[src/rtl/ram_dma_pkg.sv]
// ram_dma_pkg
//   Shared definitions for the RAM copy/fill engine: FSM state encoding,
//   job mode encodings and a helper that gives the number of byte-offset
//   bits inside one RAM word.
package ram_dma_pkg;

    typedef enum logic [1:0] {
        ST_IDLE = 2'd0,
        ST_RD   = 2'd1,
        ST_WR   = 2'd2,
        ST_DONE = 2'd3
    } state_e;

    localparam logic MODE_COPY = 1'b0;
    localparam logic MODE_FILL = 1'b1;

    // log2(DATA_WIDTH/8): number of low address bits that select a byte
    // inside a word. A word-aligned address has all of these bits zero.
    function automatic int unsigned word_off_bits(input int unsigned data_width);
        return $clog2(data_width / 8);
    endfunction

endpackage

[src/rtl/ram_dma_copier.sv]
// ram_dma_copier
//   Word-granular copy/fill engine acting as initiator on a single-port RAM.
//   One job at a time: started by a start_i pulse in IDLE, finished by a
//   one-cycle done_o pulse.
//
// Ports
//   clk, rstn_i            clock, asynchronous active-low reset
//   start_i                job request (sampled only in IDLE)
//   mode_i                 0 = copy, 1 = fill (latched at start)
//   src_addr_i/dst_addr_i  byte addresses (latched at start)
//   len_i                  number of words (latched at start)
//   fill_data_i            fill pattern (latched at start)
//   abort_i                stop the running job
//   busy_o                 job in progress (RD or WR)
//   done_o                 one-cycle end-of-job pulse
//   err_o                  last job rejected; held until next accepted start
//   ram_en_o/we_o/addr_o/wdata_o/be_o   RAM request
//   ram_rdata_i            RAM read data, valid the cycle after a read
//
// Handshake: there is no backpressure. A RAM access is issued in every
// cycle where ram_en_o is high; read data is consumed exactly one cycle
// later, in the WR state that always follows an RD state.
module ram_dma_copier
    import ram_dma_pkg::*;
#(
    parameter int ADDR_WIDTH = 8,
    parameter int DATA_WIDTH = 32,
    parameter int LEN_WIDTH  = 8
) (
    input  logic                    clk,
    input  logic                    rstn_i,
    input  logic                    start_i,
    input  logic                    mode_i,
    input  logic [ADDR_WIDTH-1:0]   src_addr_i,
    input  logic [ADDR_WIDTH-1:0]   dst_addr_i,
    input  logic [LEN_WIDTH-1:0]    len_i,
    input  logic [DATA_WIDTH-1:0]   fill_data_i,
    input  logic                    abort_i,
    output logic                    busy_o,
    output logic                    done_o,
    output logic                    err_o,
    output logic                    ram_en_o,
    output logic                    ram_we_o,
    output logic [ADDR_WIDTH-1:0]   ram_addr_o,
    output logic [DATA_WIDTH-1:0]   ram_wdata_o,
    output logic [DATA_WIDTH/8-1:0] ram_be_o,
    input  logic [DATA_WIDTH-1:0]   ram_rdata_i
);

    localparam int          BE_WIDTH = DATA_WIDTH / 8;
    localparam int unsigned OFF_BITS = word_off_bits(DATA_WIDTH);

    // Mask of the byte-offset bits; zero when a word is a single byte.
    localparam logic [ADDR_WIDTH-1:0] ALIGN_MASK = ADDR_WIDTH'((1 << OFF_BITS) - 1);
    localparam logic [ADDR_WIDTH-1:0] STEP       = ADDR_WIDTH'(BE_WIDTH);

    localparam logic [1:0] IDLE = ST_IDLE;
    localparam logic [1:0] RD   = ST_RD;
    localparam logic [1:0] WR   = ST_WR;
    localparam logic [1:0] DONE = ST_DONE;

    logic [1:0]            state_q, state_d;
    logic                  mode_q,  mode_d;
    logic [ADDR_WIDTH-1:0] src_q,   src_d;
    logic [ADDR_WIDTH-1:0] dst_q,   dst_d;
    logic [LEN_WIDTH-1:0]  cnt_q,   cnt_d;
    logic [DATA_WIDTH-1:0] fill_q,  fill_d;
    logic                  err_q,   err_d;

    logic misaligned;

    // The source address only matters for copies.
    assign misaligned = ((dst_addr_i & ALIGN_MASK) != '0) ||
                        ((mode_i == MODE_COPY) && ((src_addr_i & ALIGN_MASK) != '0));

    always_comb begin
        state_d = state_q;
        mode_d  = mode_q;
        src_d   = src_q;
        dst_d   = dst_q;
        cnt_d   = cnt_q;
        fill_d  = fill_q;
        err_d   = err_q;

        case (state_q)
            IDLE: begin
                if (start_i) begin
                    mode_d = mode_i;
                    src_d  = src_addr_i;
                    dst_d  = dst_addr_i;
                    cnt_d  = len_i;
                    fill_d = fill_data_i;
                    err_d  = 1'b0;
                    if (len_i == '0) begin
                        state_d = DONE;
                    end else if (misaligned) begin
                        state_d = DONE;
                        err_d   = 1'b1;
                    end else if (mode_i == MODE_COPY) begin
                        state_d = RD;
                    end else begin
                        state_d = WR;
                    end
                end
            end

            RD: begin
                // An abort here drops the read that was just issued.
                state_d = abort_i ? DONE : WR;
            end

            WR: begin
                // The write of this cycle is already on the bus, so an abort
                // still lets it complete; only later accesses are cancelled.
                dst_d = dst_q + STEP;
                if (mode_q == MODE_COPY) begin
                    src_d = src_q + STEP;
                end
                cnt_d = cnt_q - LEN_WIDTH'(1);
                if ((cnt_q == LEN_WIDTH'(1)) || abort_i) begin
                    state_d = DONE;
                end else if (mode_q == MODE_COPY) begin
                    state_d = RD;
                end else begin
                    state_d = WR;
                end
            end

            DONE: begin
                state_d = IDLE;
            end

            default: begin
                state_d = IDLE;
            end
        endcase
    end

    always_ff @(posedge clk or negedge rstn_i) begin
        if (!rstn_i) begin
            state_q <= IDLE;
            mode_q  <= MODE_COPY;
            src_q   <= '0;
            dst_q   <= '0;
            cnt_q   <= '0;
            fill_q  <= '0;
            err_q   <= 1'b0;
        end else begin
            state_q <= state_d;
            mode_q  <= mode_d;
            src_q   <= src_d;
            dst_q   <= dst_d;
            cnt_q   <= cnt_d;
            fill_q  <= fill_d;
            err_q   <= err_d;
        end
    end

    assign busy_o = (state_q == RD) || (state_q == WR);
    assign done_o = (state_q == DONE);
    assign err_o  = err_q;

    assign ram_en_o   = busy_o;
    assign ram_we_o   = (state_q == WR);
    assign ram_be_o   = (state_q == WR) ? {BE_WIDTH{1'b1}} : '0;
    assign ram_addr_o = (state_q == RD) ? src_q :
                        (state_q == WR) ? dst_q : '0;

    // Copy writes forward the word read in the previous cycle straight from
    // the RAM; this is the only input-to-output combinational path.
    assign ram_wdata_o = (state_q != WR)       ? '0 :
                         (mode_q == MODE_COPY) ? ram_rdata_i : fill_q;

endmodule

[config.mk]
export PLATFORM = sky130hd
export DESIGN_NAME = ram_dma_copier
export DESIGN_NICKNAME = d
export VERILOG_FILES = /design/src/rtl/ram_dma_pkg.sv /design/src/rtl/ram_dma_copier.sv
export SDC_FILE = /design/constraint.sdc
export NUM_CORES = 1
export LEC_CHECK = 0
export CAP_MARGIN = 20
export CORE_MARGIN = 2
export CORE_UTILIZATION = 44
export DETAILED_ROUTE_END_ITERATION = 8
export PLACE_DENSITY = 0.9
export SLEW_MARGIN = 20
export SYNTH_ARGS = -nofsm -noshare
export SYNTH_HDL_FRONTEND = slang
export SYNTH_SLANG_ARGS = --single-unit
[constraint.sdc]
create_clock -name clk -period 2.3 [get_ports clk]
set_input_delay 0.345 -clock clk [delete_from_list [all_inputs] [get_ports clk]]
set_output_delay 0.345 -clock clk [all_outputs]
set_load 0.005 [all_outputs]
==> results of run 1 <==
[placed cells by master (no fill, tap or decap), drive strengths merged, types with 8 or more instances in the layout]
| master | instances |
|---|---|
| a22o | 8 |
| ha | 9 |
| o21ai | 22 |
| nand3 | 10 |
| a21oi | 24 |
| clkdlybuf4s50 | 129 |
| dfrtp | 60 |
| buf | 27 |
| nor2 | 54 |
| mux2 | 35 |
| a31oi | 10 |
| nand2 | 26 |
| dlymetal6s2s | 8 |
| o22ai | 11 |
| mux2i | 41 |
| inv | 14 |
| clkbuf | 15 |
[cells in the mapped netlist]
cell / count
inv_1: 14
buf_4: 7
nor3_1: 4
o31ai_1: 1
buf_6: 1
o22a_1: 4
a22o_1: 8
clkbuf_1: 6
o21ai_1: 6
a21oi_1: 24
nor4_2: 1
dfrtp_1: 60
and3_1: 4
nor2_1: 54
mux2i_2: 1
clkbuf_2: 1
nand2b_1: 3
o21ai_0: 15
a211o_1: 1
nand3_1: 10
or4_4: 2
buf_2: 17
mux2i_1: 40
mux2_1: 8
ha_1: 9
nand2_1: 26
nor4_1: 1
o22a_2: 1
nor2b_1: 1
o22ai_1: 11
a31oi_1: 10
or4_1: 1
or3_1: 1
o21ai_2: 1
mux2_2: 27
o221ai_1: 1
[state kept, by name, indices dropped and copies added, names as in the netlist]
register and flops:
fill_q 32, cnt_q 8, dst_q 8, src_q 8, state_q 2, err_o 1
mode_q 1
[layout make-up]
class / count / area (µm²)
clock buffers: 15 / 176
multi-input cells: 276 / 1930
repair buffers: 169 / 1710
inverters: 14 / 52.6
clock inverters: 1 / 5.00
flip-flops and latches: 60 / 1500
fillers: 610 / 2580
well taps: 105 / 131
[power groups by stage]
| stage | sequential (W) | combinational [W] | clock, W |
|---|---|---|---|
| after floorplan | 0.00190 | 0.00253 | 0 |
| after global placement | 0.00203 | 0.00375 | 0 |
| after global routing | 0.00214 | 0.00458 | 0.000921 |
| after CTS | 0.00206 | 0.00412 | 0.000874 |
| final | 0.00207 | 0.00421 | 0.000862 |
| after detailed placement | 0.00206 | 0.00393 | 0 |
[logic make-up (layout without fill, tap and decap cells)]
| logic type | count (synthesis) | count (layout) |
|---|---|---|
| simple gates | 108 | 108 |
| compound gates | 83 | 83 |
| mux | 76 | 76 |
| flops | 60 | 60 |
| buf+inv | 46 | 199 |
| fa+ha+maj | 9 | 9 |
[metrics by stage]
stage | util (%) | power, W
final | 68.1 | 0.00714
after global routing | 68.1 | 0.00764
after CTS | 67.2 | 0.00705
after detailed placement | 63.6 | 0.00599
after global placement | 63.6 | 0.00578
after floorplan | - | 0.00443
[metal layers]
metal | track usage (%) | routed length (µm) | vias to the layer above
met3 | 4.79 | 734 | 16
met5 | 0 | 0 | -
met1 | 25.9 | 3900 | 1678
li1 | - | - | 1647
met2 | 42.8 | 5410 | 153
met4 | 7.85 | 171 | 0
[how the worst min path moves through the flow]
| stage | start | end | slack (ns) | cells past startpoint |
|---|---|---|---|---|
| 2_1_floorplan | rstn_i | cnt_q[0] | 0.05 | 0 |
| 3_3_place_gp | rstn_i | src_q[2] | 0.34 | 1 |
| 3_5_place_dp | rstn_i | src_q[2] | 0.35 | 1 |
| 4_1_cts | fill_q[8] | fill_q[8] | 0.50 | 1 |
| 6_report | fill_q[8] | fill_q[8] | 0.50 | 1 |
| 5_1_grt | fill_q[7] | fill_q[7] | 0.51 | 1 |
[timing repair]
item / in CTS / in global routing
pin swaps: 1 / 2
hold buffers: 1 / 0
resized for setup: 13 / 14
endpoints found under the setup margin: 40 / 37
hold endpoints to repair: 5 / 0
cloned: 1 / 0
buffers inserted: 5 / 4
==> impl_metrics.py, run 1 <==
metrics = {
    "logic_synthesis": {
        "syn_nets": 484,
        "synth_top_cell_area_share_pct": 41.3,
        "yosys_warnings": 0,
        "synth_area_leaders": "dfrtp_1 (41%), mux2i_1 (11%), mux2_2 (8.4%)",
        "synth_seq_cells": 60,
        "muxShareOfSynthArea_pct": 22.3,
        "synth_top_cell_by_area": "dfrtp_1",
        "synth-simple-area-share_pct": 13.1,
        "synth-adder-area-share_pct": 3.10,
        "syn_area_um2": 3630,
        "synth-xor-area-share_pct": 0,
        "yosysSeqAreaShare_pct": 41.3,
        "synth-compound-area-share_pct": 13.9,
        "synth_cell_types": 36,
        "synthCells": 382,
        "synth_top_family_by_area": "multiplexers",
        "synth_area_per_cell_um2": 9.51,
    },
    "worst_setup_path": {
        "cp-endpoint": "ram_addr_o[0]",
        "crit_family": "buffers and inverters",
        "cpPeakStageDelay_ns": 0.53,
        "critPathMaxFanout": 12,
        "worstSetupPathDepth": 5,
        "worstReg2RegStart": "state_q[0]",
        "cp_slowest_cell": "clkdlybuf4s50_1",
        "crit_arrival_ns": 2.00,
        "end_kind": "output port",
        "required_ns": 1.96,
        "reg2reg_to": "cnt_q[3]",
        "rr_worst_depth": 9,
        "path_class": "flip-flop to output port",
        "crit_chain": "inv_2, ha_2, buf_8, a22o_1, clkdlybuf4s50_1",
        "crit_start": "state_q[1]",
        "crit_buf_inv": 3,
        "worst_setup_path_start_kind": "flip-flop",
        "worst-r2r-setup-slack_ns": 0.23,
    },
    "die": {
        "floorplan.rows": 33,
        "io_pins": 142,
        "die_h_um": 94.9,
        "die_area_um2": 9000,
        "initial_core_util_pct": 44.9,
        "core-area_um2": 8090,
        "die_w_um": 94.9,
    },
    "power_and_ir_drop": {
        "power_leakage_nw": 2.50,
        "p_sw_w": 0.00273,
        "p_clk_share_pct": 12.1,
        "pwr-share-comb_pct": 59.0,
        "vdd_drop_max_v": 0.000621,
        "pwr-share-seq_pct": 28.9,
        "p_sw_share_pct": 38.2,
        "power_density_nw_per_um2": 1300,
        "p_int_w": 0.00441,
    },
    "layout": {
        "area_growth_pct": 51.6,
        "layout.cells.non_filler": 640,
        "finalNetCount": 632,
        "drive_gt1_share_pct": 15.7,
        "stdcell_area_um2": 5510,
        "antenna_cells": 0,
    },
    "clocking": {
        "clk_latency_ns": 0.33,
        "clkSinkCount": 60,
        "cts_tree": "done",
        "root_buffer": "clkbuf_8",
        "path_clk_slew_ns": 0.06,
        "clock_path_buffers": 2,
        "cts_made_buffers": 9,
        "htree_num_levels": 3,
    },
    "hold_path": {
        "hp-class": "flip-flop to flip-flop",
    },
    "placed_design": {
        "place_ws_ns": 0.149,
        "port_buffers": 141,
        "dpl.hpwl_um": 7430,
        "place_congestion": 0.828,
        "place_area_um2": 5150,
        "dp.cells": 613,
    },
    "sta": {
        "tns_ns": -0.0433,
        "min_period_over_period_pct": 102,
        "timing.fmax_ghz": 0.427,
        "maxSlewHeadroom_pct": 64.6,
        "fin_ws_ns": -0.0433,
        "layout_min_cycle_time_ns": 2.34,
        "finalSetupViolCount": 1,
        "fin_skew_ns": 0.00609,
        "holdWs_ns": 0.496,
        "slew_violations": 0,
        "finalHoldViolCount": 0,
        "grt_setup_unrepaired": "yes",
        "worstMarginPinSlew_ns": 0.530,
    },
    "status": {
        "run_status": "finished with violations",
        "violations": "setup timing",
    },
    "route": {
        "wl_per_cell_um": 16.0,
        "drt_iter0_drc": 167,
        "viasPerCell": 5.46,
        "route.detailed.drc": 0,
        "firstDrtPassIters": 5,
        "vias": 3494,
        "routed_wl_um": 10200,
        "postRouteAntennaNets": 0,
    },
    "global_routing": {
        "grt_max_degree": 41,
        "grt_pass1_wl_um": 16100,
        "antenna_found_initial": 0,
        "overflow": 0,
        "grt_pass1_vias": 3502,
        "grt_usage_pct": 23.0,
    },
    "run": {
        "maxCapViolCount": 0,
    },
}
Power figures use the tool's default switching activity.
==> run 2: changes to the inputs <==
--- a/config.mk
+++ b/config.mk
@@ -5,9 +5,12 @@
 export SDC_FILE = /design/constraint.sdc
 export NUM_CORES = 1
 export LEC_CHECK = 0
+export ABC_AREA = 1
 export CAP_MARGIN = 20
+export CELL_PAD_IN_SITES_DETAIL_PLACEMENT = 1
+export CELL_PAD_IN_SITES_GLOBAL_PLACEMENT = 1
 export CORE_MARGIN = 2
-export CORE_UTILIZATION = 44
+export CORE_UTILIZATION = 30
 export DETAILED_ROUTE_END_ITERATION = 8
 export PLACE_DENSITY = 0.9
 export SLEW_MARGIN = 20
==> run 2 against run 1 <==
Compared with the run above: the run now ends clean; clock-buffer cell count is 5 lower; maximum frequency grew 4.4%; synthesized cell count increased by 17%; area after synthesis fell by 7.0%; sequential power is 4% lower; global-route usage decreased by 1.5 points; die area rose by 35%; register-to-register slack better by 0.15 ns; final cell count is 16% higher; first-iteration DRC count shrank 28%; clock power grew 64%; utilization shrank 18 points; critical endpoint is now ram_addr_o[3].
==> impl_metrics.py, run 2 <==
metrics = {
    "status": {
        "run_status": "complete, no violations",
    },
    "route": {
        "vias": 3732,
        "wl_per_cell_um": 17.0,
        "routed_wl_um": 12600,
        "drt_iter0_drc": 120,
        "postRouteAntennaNets": 0,
        "firstDrtPassIters": 4,
        "viasPerCell": 5.01,
        "route.detailed.drc": 0,
    },
    "worst_setup_path": {
        "worst_setup_path_start_kind": "flip-flop",
        "critPathMaxFanout": 20,
        "required_ns": 1.96,
        "crit_arrival_ns": 1.90,
        "end_kind": "output port",
        "path_class": "flip-flop to output port",
    },
    "die": {
        "die_area_um2": 12100,
        "io_pins": 142,
        "die_w_um": 110,
        "die_h_um": 110,
        "floorplan.rows": 38,
        "initial_core_util_pct": 30.9,
        "core-area_um2": 10900,
    },
    "layout": {
        "layout_commonest_cell": "nand2_1",
        "most-common-layout-cells": "nand2_1 (167), clkdlybuf4s50_1 (101), dfrtp_1 (60)",
        "fillers": 1308,
        "largest_reg_flops": 32,
        "antenna_cells": 0,
        "drive_gt1_share_pct": 10.1,
        "max_flop_register": "fill_q",
        "area_growth_pct": 61.3,
        "utilization_pct": 49.9,
        "finalNetCount": 703,
        "stdcell_area_um2": 5450,
    },
    "placed_design": {
        "place_congestion": 0.825,
        "dpl.hpwl_um": 9170,
        "port_buffers": 141,
        "place_area_um2": 4950,
    },
    "hold_path": {
        "hp-class": "primary input to asynchronous set/reset pin",
    },
    "logic_synthesis": {
        "synth_area_per_cell_um2": 7.56,
        "yosysSeqAreaShare_pct": 44.4,
        "synth-simple-area-share_pct": 25.7,
        "synth_seq_cells": 60,
        "synth_area_leaders": "dfrtp_1 (44%), nand2_1 (19%), a22o_1 (8.3%)",
        "synth_top_cell_by_area": "dfrtp_1",
        "synth-adder-area-share_pct": 3.33,
        "muxShareOfSynthArea_pct": 0.666,
        "async_reset_ff_share_pct": 100,
        "synth_top_family_by_area": "simple AND/OR/NAND/NOR gates",
        "ys.flop_type": "dfrtp_1",
        "synth_edf_count": 0,
        "yosys_warnings": 0,
        "syn_area_um2": 3380,
        "synth_top_cell_area_share_pct": 44.4,
        "synthCells": 447,
        "synth_cell_types": 26,
        "synth-xor-area-share_pct": 0.518,
        "synth_most_common_cell": "nand2_1",
        "synth-compound-area-share_pct": 17.3,
        "synthTopCellsByCount": "nand2_1 (169), dfrtp_1 (60), inv_1 (33)",
        "syn_nets": 549,
    },
    "sta": {
        "holdWs_ns": 0.0420,
        "worstMarginPinSlew_ns": 0.463,
        "slew_violations": 0,
        "layout_min_cycle_time_ns": 2.24,
        "fin_skew_ns": 0.00786,
        "tns_ns": 0,
        "finalSetupViolCount": 0,
        "maxSlewHeadroom_pct": 69.1,
        "min_period_over_period_pct": 97.6,
        "timing.fmax_ghz": 0.446,
        "finalHoldViolCount": 0,
    },
    "power_and_ir_drop": {
        "vdd_drop_max_v": 0.000536,
        "power_density_nw_per_um2": 1320,
        "power_leakage_nw": 2.81,
        "power_w": 0.00720,
    },
    "clocking": {
        "cts_tree": "done",
        "cts_made_buffers": 9,
        "clkSinkCount": 60,
        "htree_num_levels": 3,
        "cts.hold.buffers_added": 0,
        "clock_path_buffers": 2,
        "path_clk_slew_ns": 0.05,
        "clk_latency_ns": 0.32,
        "root_buffer": "clkbuf_16",
    },
    "global_routing": {
        "antenna_found_initial": 0,
        "grt_usage_pct": 21.5,
        "grt_max_degree": 38,
        "overflow": 0,
        "grt_pass1_wl_um": 20000,
        "grt_pass1_vias": 4074,
    },
    "run": {
        "maxCapViolCount": 0,
    },
}
## run 2: path summary, 6_finish.rpt
check	start	end	slack, ns	cells past startpoint
setup reg to reg	state_q[0]	dst_q[7]	0.38	10
setup / recovery	state_q[0]	ram_addr_o[3]	0.06	7
min in group clk	fill_q[4]	fill_q[4]	0.48	2
max in group asynchronous	rstn_i	fill_q[19]	1.89	2
hold / removal	rstn_i	cnt_q[0]	0.04	2
hold reg to reg	fill_q[4]	fill_q[4]	0.48	2
## run 2: metal layers
metal	track usage [%]	wire, µm	up-vias
li1	-	-	1757
met3	5.23	775	18
met4	5.71	147	0
met2	40.6	6720	127
met1	23.8	4990	1830
met5	0	0	-
## run 2: final cells by class
cell class	instances	area, µm²	area share, %
Tap cell	140	175	3.21
Multi-Input combinational cell	325	1660	30.5
Timing Repair Buffer	169	1670	30.5
Clock buffer	10	229	4.20
Clock inverter	5	77.6	1.42
Inverter	36	143	2.62
Sequential cell	60	1500	27.5
## run 2: cell families (layout without fill, tap and decap cells)
family / after synthesis / after routing
AOI/OAI and AO/OA: 89 / 89
xor gates and xnor gates: 2 / 2
adders and majority gates: 9 / 9
buffers and inverters: 62 / 220
DFF: 60 / 60
muxes: 2 / 2
and+or+nand+nor: 223 / 223
## run 2: repair_timing
item,4_1_cts,5_1_grt
resized for setup,50,19
buffers inserted,5,6
setup endpoints to repair,40,11
pin swaps,0,1
cloned,2,1
## run 2: worst max-delay path: stages (launching register included)
cell and delay, ns:
dfrtp_1 0.39, inv_2 0.08, ha_4 0.17, buf_4 0.12
buf_6 0.17, nand3_1 0.09, nand2_1 0.06, clkdlybuf4s50_1 0.50
## run 2: report_power, final
| group | switching, W | leakage (nW) | total [W] | internal, W |
|---|---|---|---|---|
| Combinational | 0.00203 | 1.94 | 0.00381 | 0.00178 |
| Clock | 0.000472 | 0.148 | 0.00141 | 0.000938 |
| Sequential | 0.000402 | 0.729 | 0.00198 | 0.00158 |
| Total | 0.00290 | 2.81 | 0.00720 | 0.00430 |
## run 2: through the flow
| stage | std cells | setup WS, ns |
|---|---|---|
| 2_1_floorplan | 447 | 0.410 |
| 3_3_place_gp | 716 | 0.126 |
| 3_5_place_dp | 716 | 0.0850 |
| 4_1_cts | 738 | -0.0599 |
| 5_1_grt | 745 | -0.00860 |
| 6_report | 745 | 0.0559 |
==> run 3: changes to the inputs <==
--- a/config.mk
+++ b/config.mk
@@ -10,9 +10,9 @@
 export CELL_PAD_IN_SITES_DETAIL_PLACEMENT = 1
 export CELL_PAD_IN_SITES_GLOBAL_PLACEMENT = 1
 export CORE_MARGIN = 2
-export CORE_UTILIZATION = 30
+export CORE_UTILIZATION = 32
 export DETAILED_ROUTE_END_ITERATION = 8
-export PLACE_DENSITY = 0.9
+export PLACE_DENSITY = 0.94
 export SLEW_MARGIN = 20
 export SYNTH_ARGS = -nofsm -noshare
 export SYNTH_HDL_FRONTEND = slang
==> constraint.sdc (replaced) <==
create_clock -name clk -period 2.86 [get_ports clk]
set_input_delay 0.429 -clock clk [delete_from_list [all_inputs] [get_ports clk]]
set_output_delay 0.429 -clock clk [all_outputs]
set_load 0.005 [all_outputs]
==> run 3 against run 2 <==
Compared with the run above: combinational power is 25% lower; clock skew hardly changed; worst hold slack better by 0.060 ns; wire length is 7.2% lower; clock power is 50% lower; sequential share of layout area is 1.8 points higher; die area is 6.0% lower; clock-buffer cell count stayed put; setup slack better by 0.080 ns; critical endpoint is now ram_wdata_o[21].
==> impl_metrics.py, run 3 (synthesized netlist as in run 2, its figures left out) <==
metrics = {
    "status": {
        "run_status": "complete, no violations",
    },
    "sta": {
        "min_period_over_period_pct": 95.3,
        "maxSlewHeadroom_pct": 70.5,
        "holdWs_ns": 0.102,
        "timing.fmax_ghz": 0.367,
        "fin_skew_ns": 0.00761,
        "worstMarginPinSlew_ns": 0.442,
        "finalHoldViolCount": 0,
        "finalSetupViolCount": 0,
        "slew_violations": 0,
        "layout_min_cycle_time_ns": 2.72,
    },
    "worst_setup_path": {
        "required_ns": 2.43,
        "crit_chain": "inv_1, ha_2, nand2_1, inv_4, buf_12, a22o_1, clkdlybuf4s50_1",
        "critPathMaxFanout": 27,
        "worst_setup_path_start_kind": "flip-flop",
        "cp_slowest_cell": "clkdlybuf4s50_1",
        "path_class": "flip-flop to output port",
        "end_kind": "output port",
        "cpPeakStageDelay_ns": 0.52,
        "crit_arrival_ns": 2.30,
    },
    "clocking": {
        "clk_latency_ns": 0.34,
        "cts_made_buffers": 9,
        "path_clk_slew_ns": 0.08,
        "clkSinkCount": 60,
        "cts.hold.buffers_added": 0,
        "htree_num_levels": 3,
        "cts_tree": "done",
        "root_buffer": "clkbuf_8",
        "clock_path_buffers": 2,
    },
    "die": {
        "die_w_um": 107,
        "core-area_um2": 10300,
        "die_area_um2": 11400,
        "floorplan.rows": 37,
        "initial_core_util_pct": 32.9,
        "io_pins": 142,
        "die_h_um": 107,
    },
    "global_routing": {
        "grt_pass1_vias": 3944,
        "grt_usage_pct": 21.5,
        "overflow": 0,
        "grt_pass1_wl_um": 19200,
        "grt_max_degree": 45,
        "antenna_found_initial": 0,
    },
    "layout": {
        "drive_gt1_share_pct": 6.46,
        "antenna_cells": 0,
        "finalNetCount": 685,
        "layout_commonest_cell": "nand2_1",
        "largest_reg_flops": 32,
        "max_flop_register": "fill_q",
        "area_growth_pct": 51.2,
        "stdcell_area_um2": 5110,
        "most-common-layout-cells": "nand2_1 (168), clkdlybuf4s50_1 (140), dfrtp_1 (60)",
    },
    "route": {
        "route.detailed.drc": 0,
        "firstDrtPassIters": 4,
        "drt_iter0_drc": 132,
        "wl_per_cell_um": 16.2,
        "viasPerCell": 5.01,
        "routed_wl_um": 11700,
        "vias": 3624,
        "postRouteAntennaNets": 0,
    },
    "power_and_ir_drop": {
        "vdd_drop_max_v": 0.000374,
        "power_leakage_nw": 2.37,
        "power_w": 0.00516,
        "power_density_nw_per_um2": 1010,
    },
    "placed_design": {
        "place_area_um2": 4910,
        "port_buffers": 141,
        "place_congestion": 0.859,
        "dpl.hpwl_um": 8970,
    },
    "hold_path": {
        "hp-class": "primary input to asynchronous set/reset pin",
    },
    "run": {
        "maxCapViolCount": 0,
    },
}
[run 3: changes by cell type in the layout (fill, tap and decap cells not counted), sizes merged, moves of 2 or more]
cell	before	now
bufinv	2	0
inv	35	37
buf	29	11
clkdlybuf4s50	101	140
dlygate4sd2	30	0
dlymetal6s2s	9	0
[run 3: stage by stage]
stage               instances  setup WS, ns  util [%]  setup TNS [ns]
floorplan                 447         0.886         -               0
global placement          708         0.399      47.7               0
detailed placement        708         0.264      47.7               0
CTS                       724        0.0296      49.5               0
global route              724     -0.000699      49.7       -0.000699
finish                    724         0.136      49.7               0
[run 3: worst paths after layout]
check	startpoint	end	slack (ns)	cells after the start
min reg2reg	err_o	err_o	0.50	2
min in group clk	err_o	err_o	0.50	2
min	rstn_i	fill_q[11]	0.10	2
max in group asynchronous	rstn_i	fill_q[15]	2.41	2
max reg2reg	state_q[0]	src_q[5]	0.61	10
max	state_q[0]	ram_wdata_o[21]	0.14	7
[run 3: what timing repair did]
action	4_1_cts	5_1_grt
endpoints found under the setup margin	8	32
gates cloned	0	0
buffers inserted	0	0
resized for setup	3	7
hold endpoints to repair	0	0
[run 3: per-layer routing]
| metal | part of all wire (%) | vias to the layer above | GRT usage, % | wire [µm] |
|---|---|---|---|---|
| met1 | 42 | 1753 | 25.2 | 4970 |
| met3 | 7.3 | 20 | 6.50 | 853 |
| met4 | 2.0 | 0 | 8.07 | 237 |
| met5 | 0 | - | 0 | 0 |
| met2 | 48 | 133 | 36.9 | 5660 |
| li1 | - | 1718 | - | - |
[run 3: area by class of cell]
cell class | instances | area [µm²]
Timing Repair Buffer | 151 | 1510
Inverter | 36 | 138
Fill cell | 1280 | 5170
Sequential cell | 60 | 1500
Tap cell | 136 | 170
Clock inverter | 6 | 38.8
Multi-Input combinational cell | 325 | 1610
Clock buffer | 10 | 138
[run 3: critical path: cells and delay by family, from the launching register on]
family | cells | cell delay [ns]
flops | 1 | 0.42
compound gates | 1 | 0.17
buf+inv | 4 | 0.96
simple gates | 1 | 0.14
fa+ha+maj | 1 | 0.25
[run 3: power breakdown]
group | total (W) | internal, W | switching [W] | leakage (nW)
clock network | 0.000704 | 0.000336 | 0.000367 | 0.0885
logic | 0.00287 | 0.00137 | 0.00150 | 1.55
registers | 0.00159 | 0.00127 | 0.000320 | 0.729
total | 0.00516 | 0.00297 | 0.00219 | 2.37
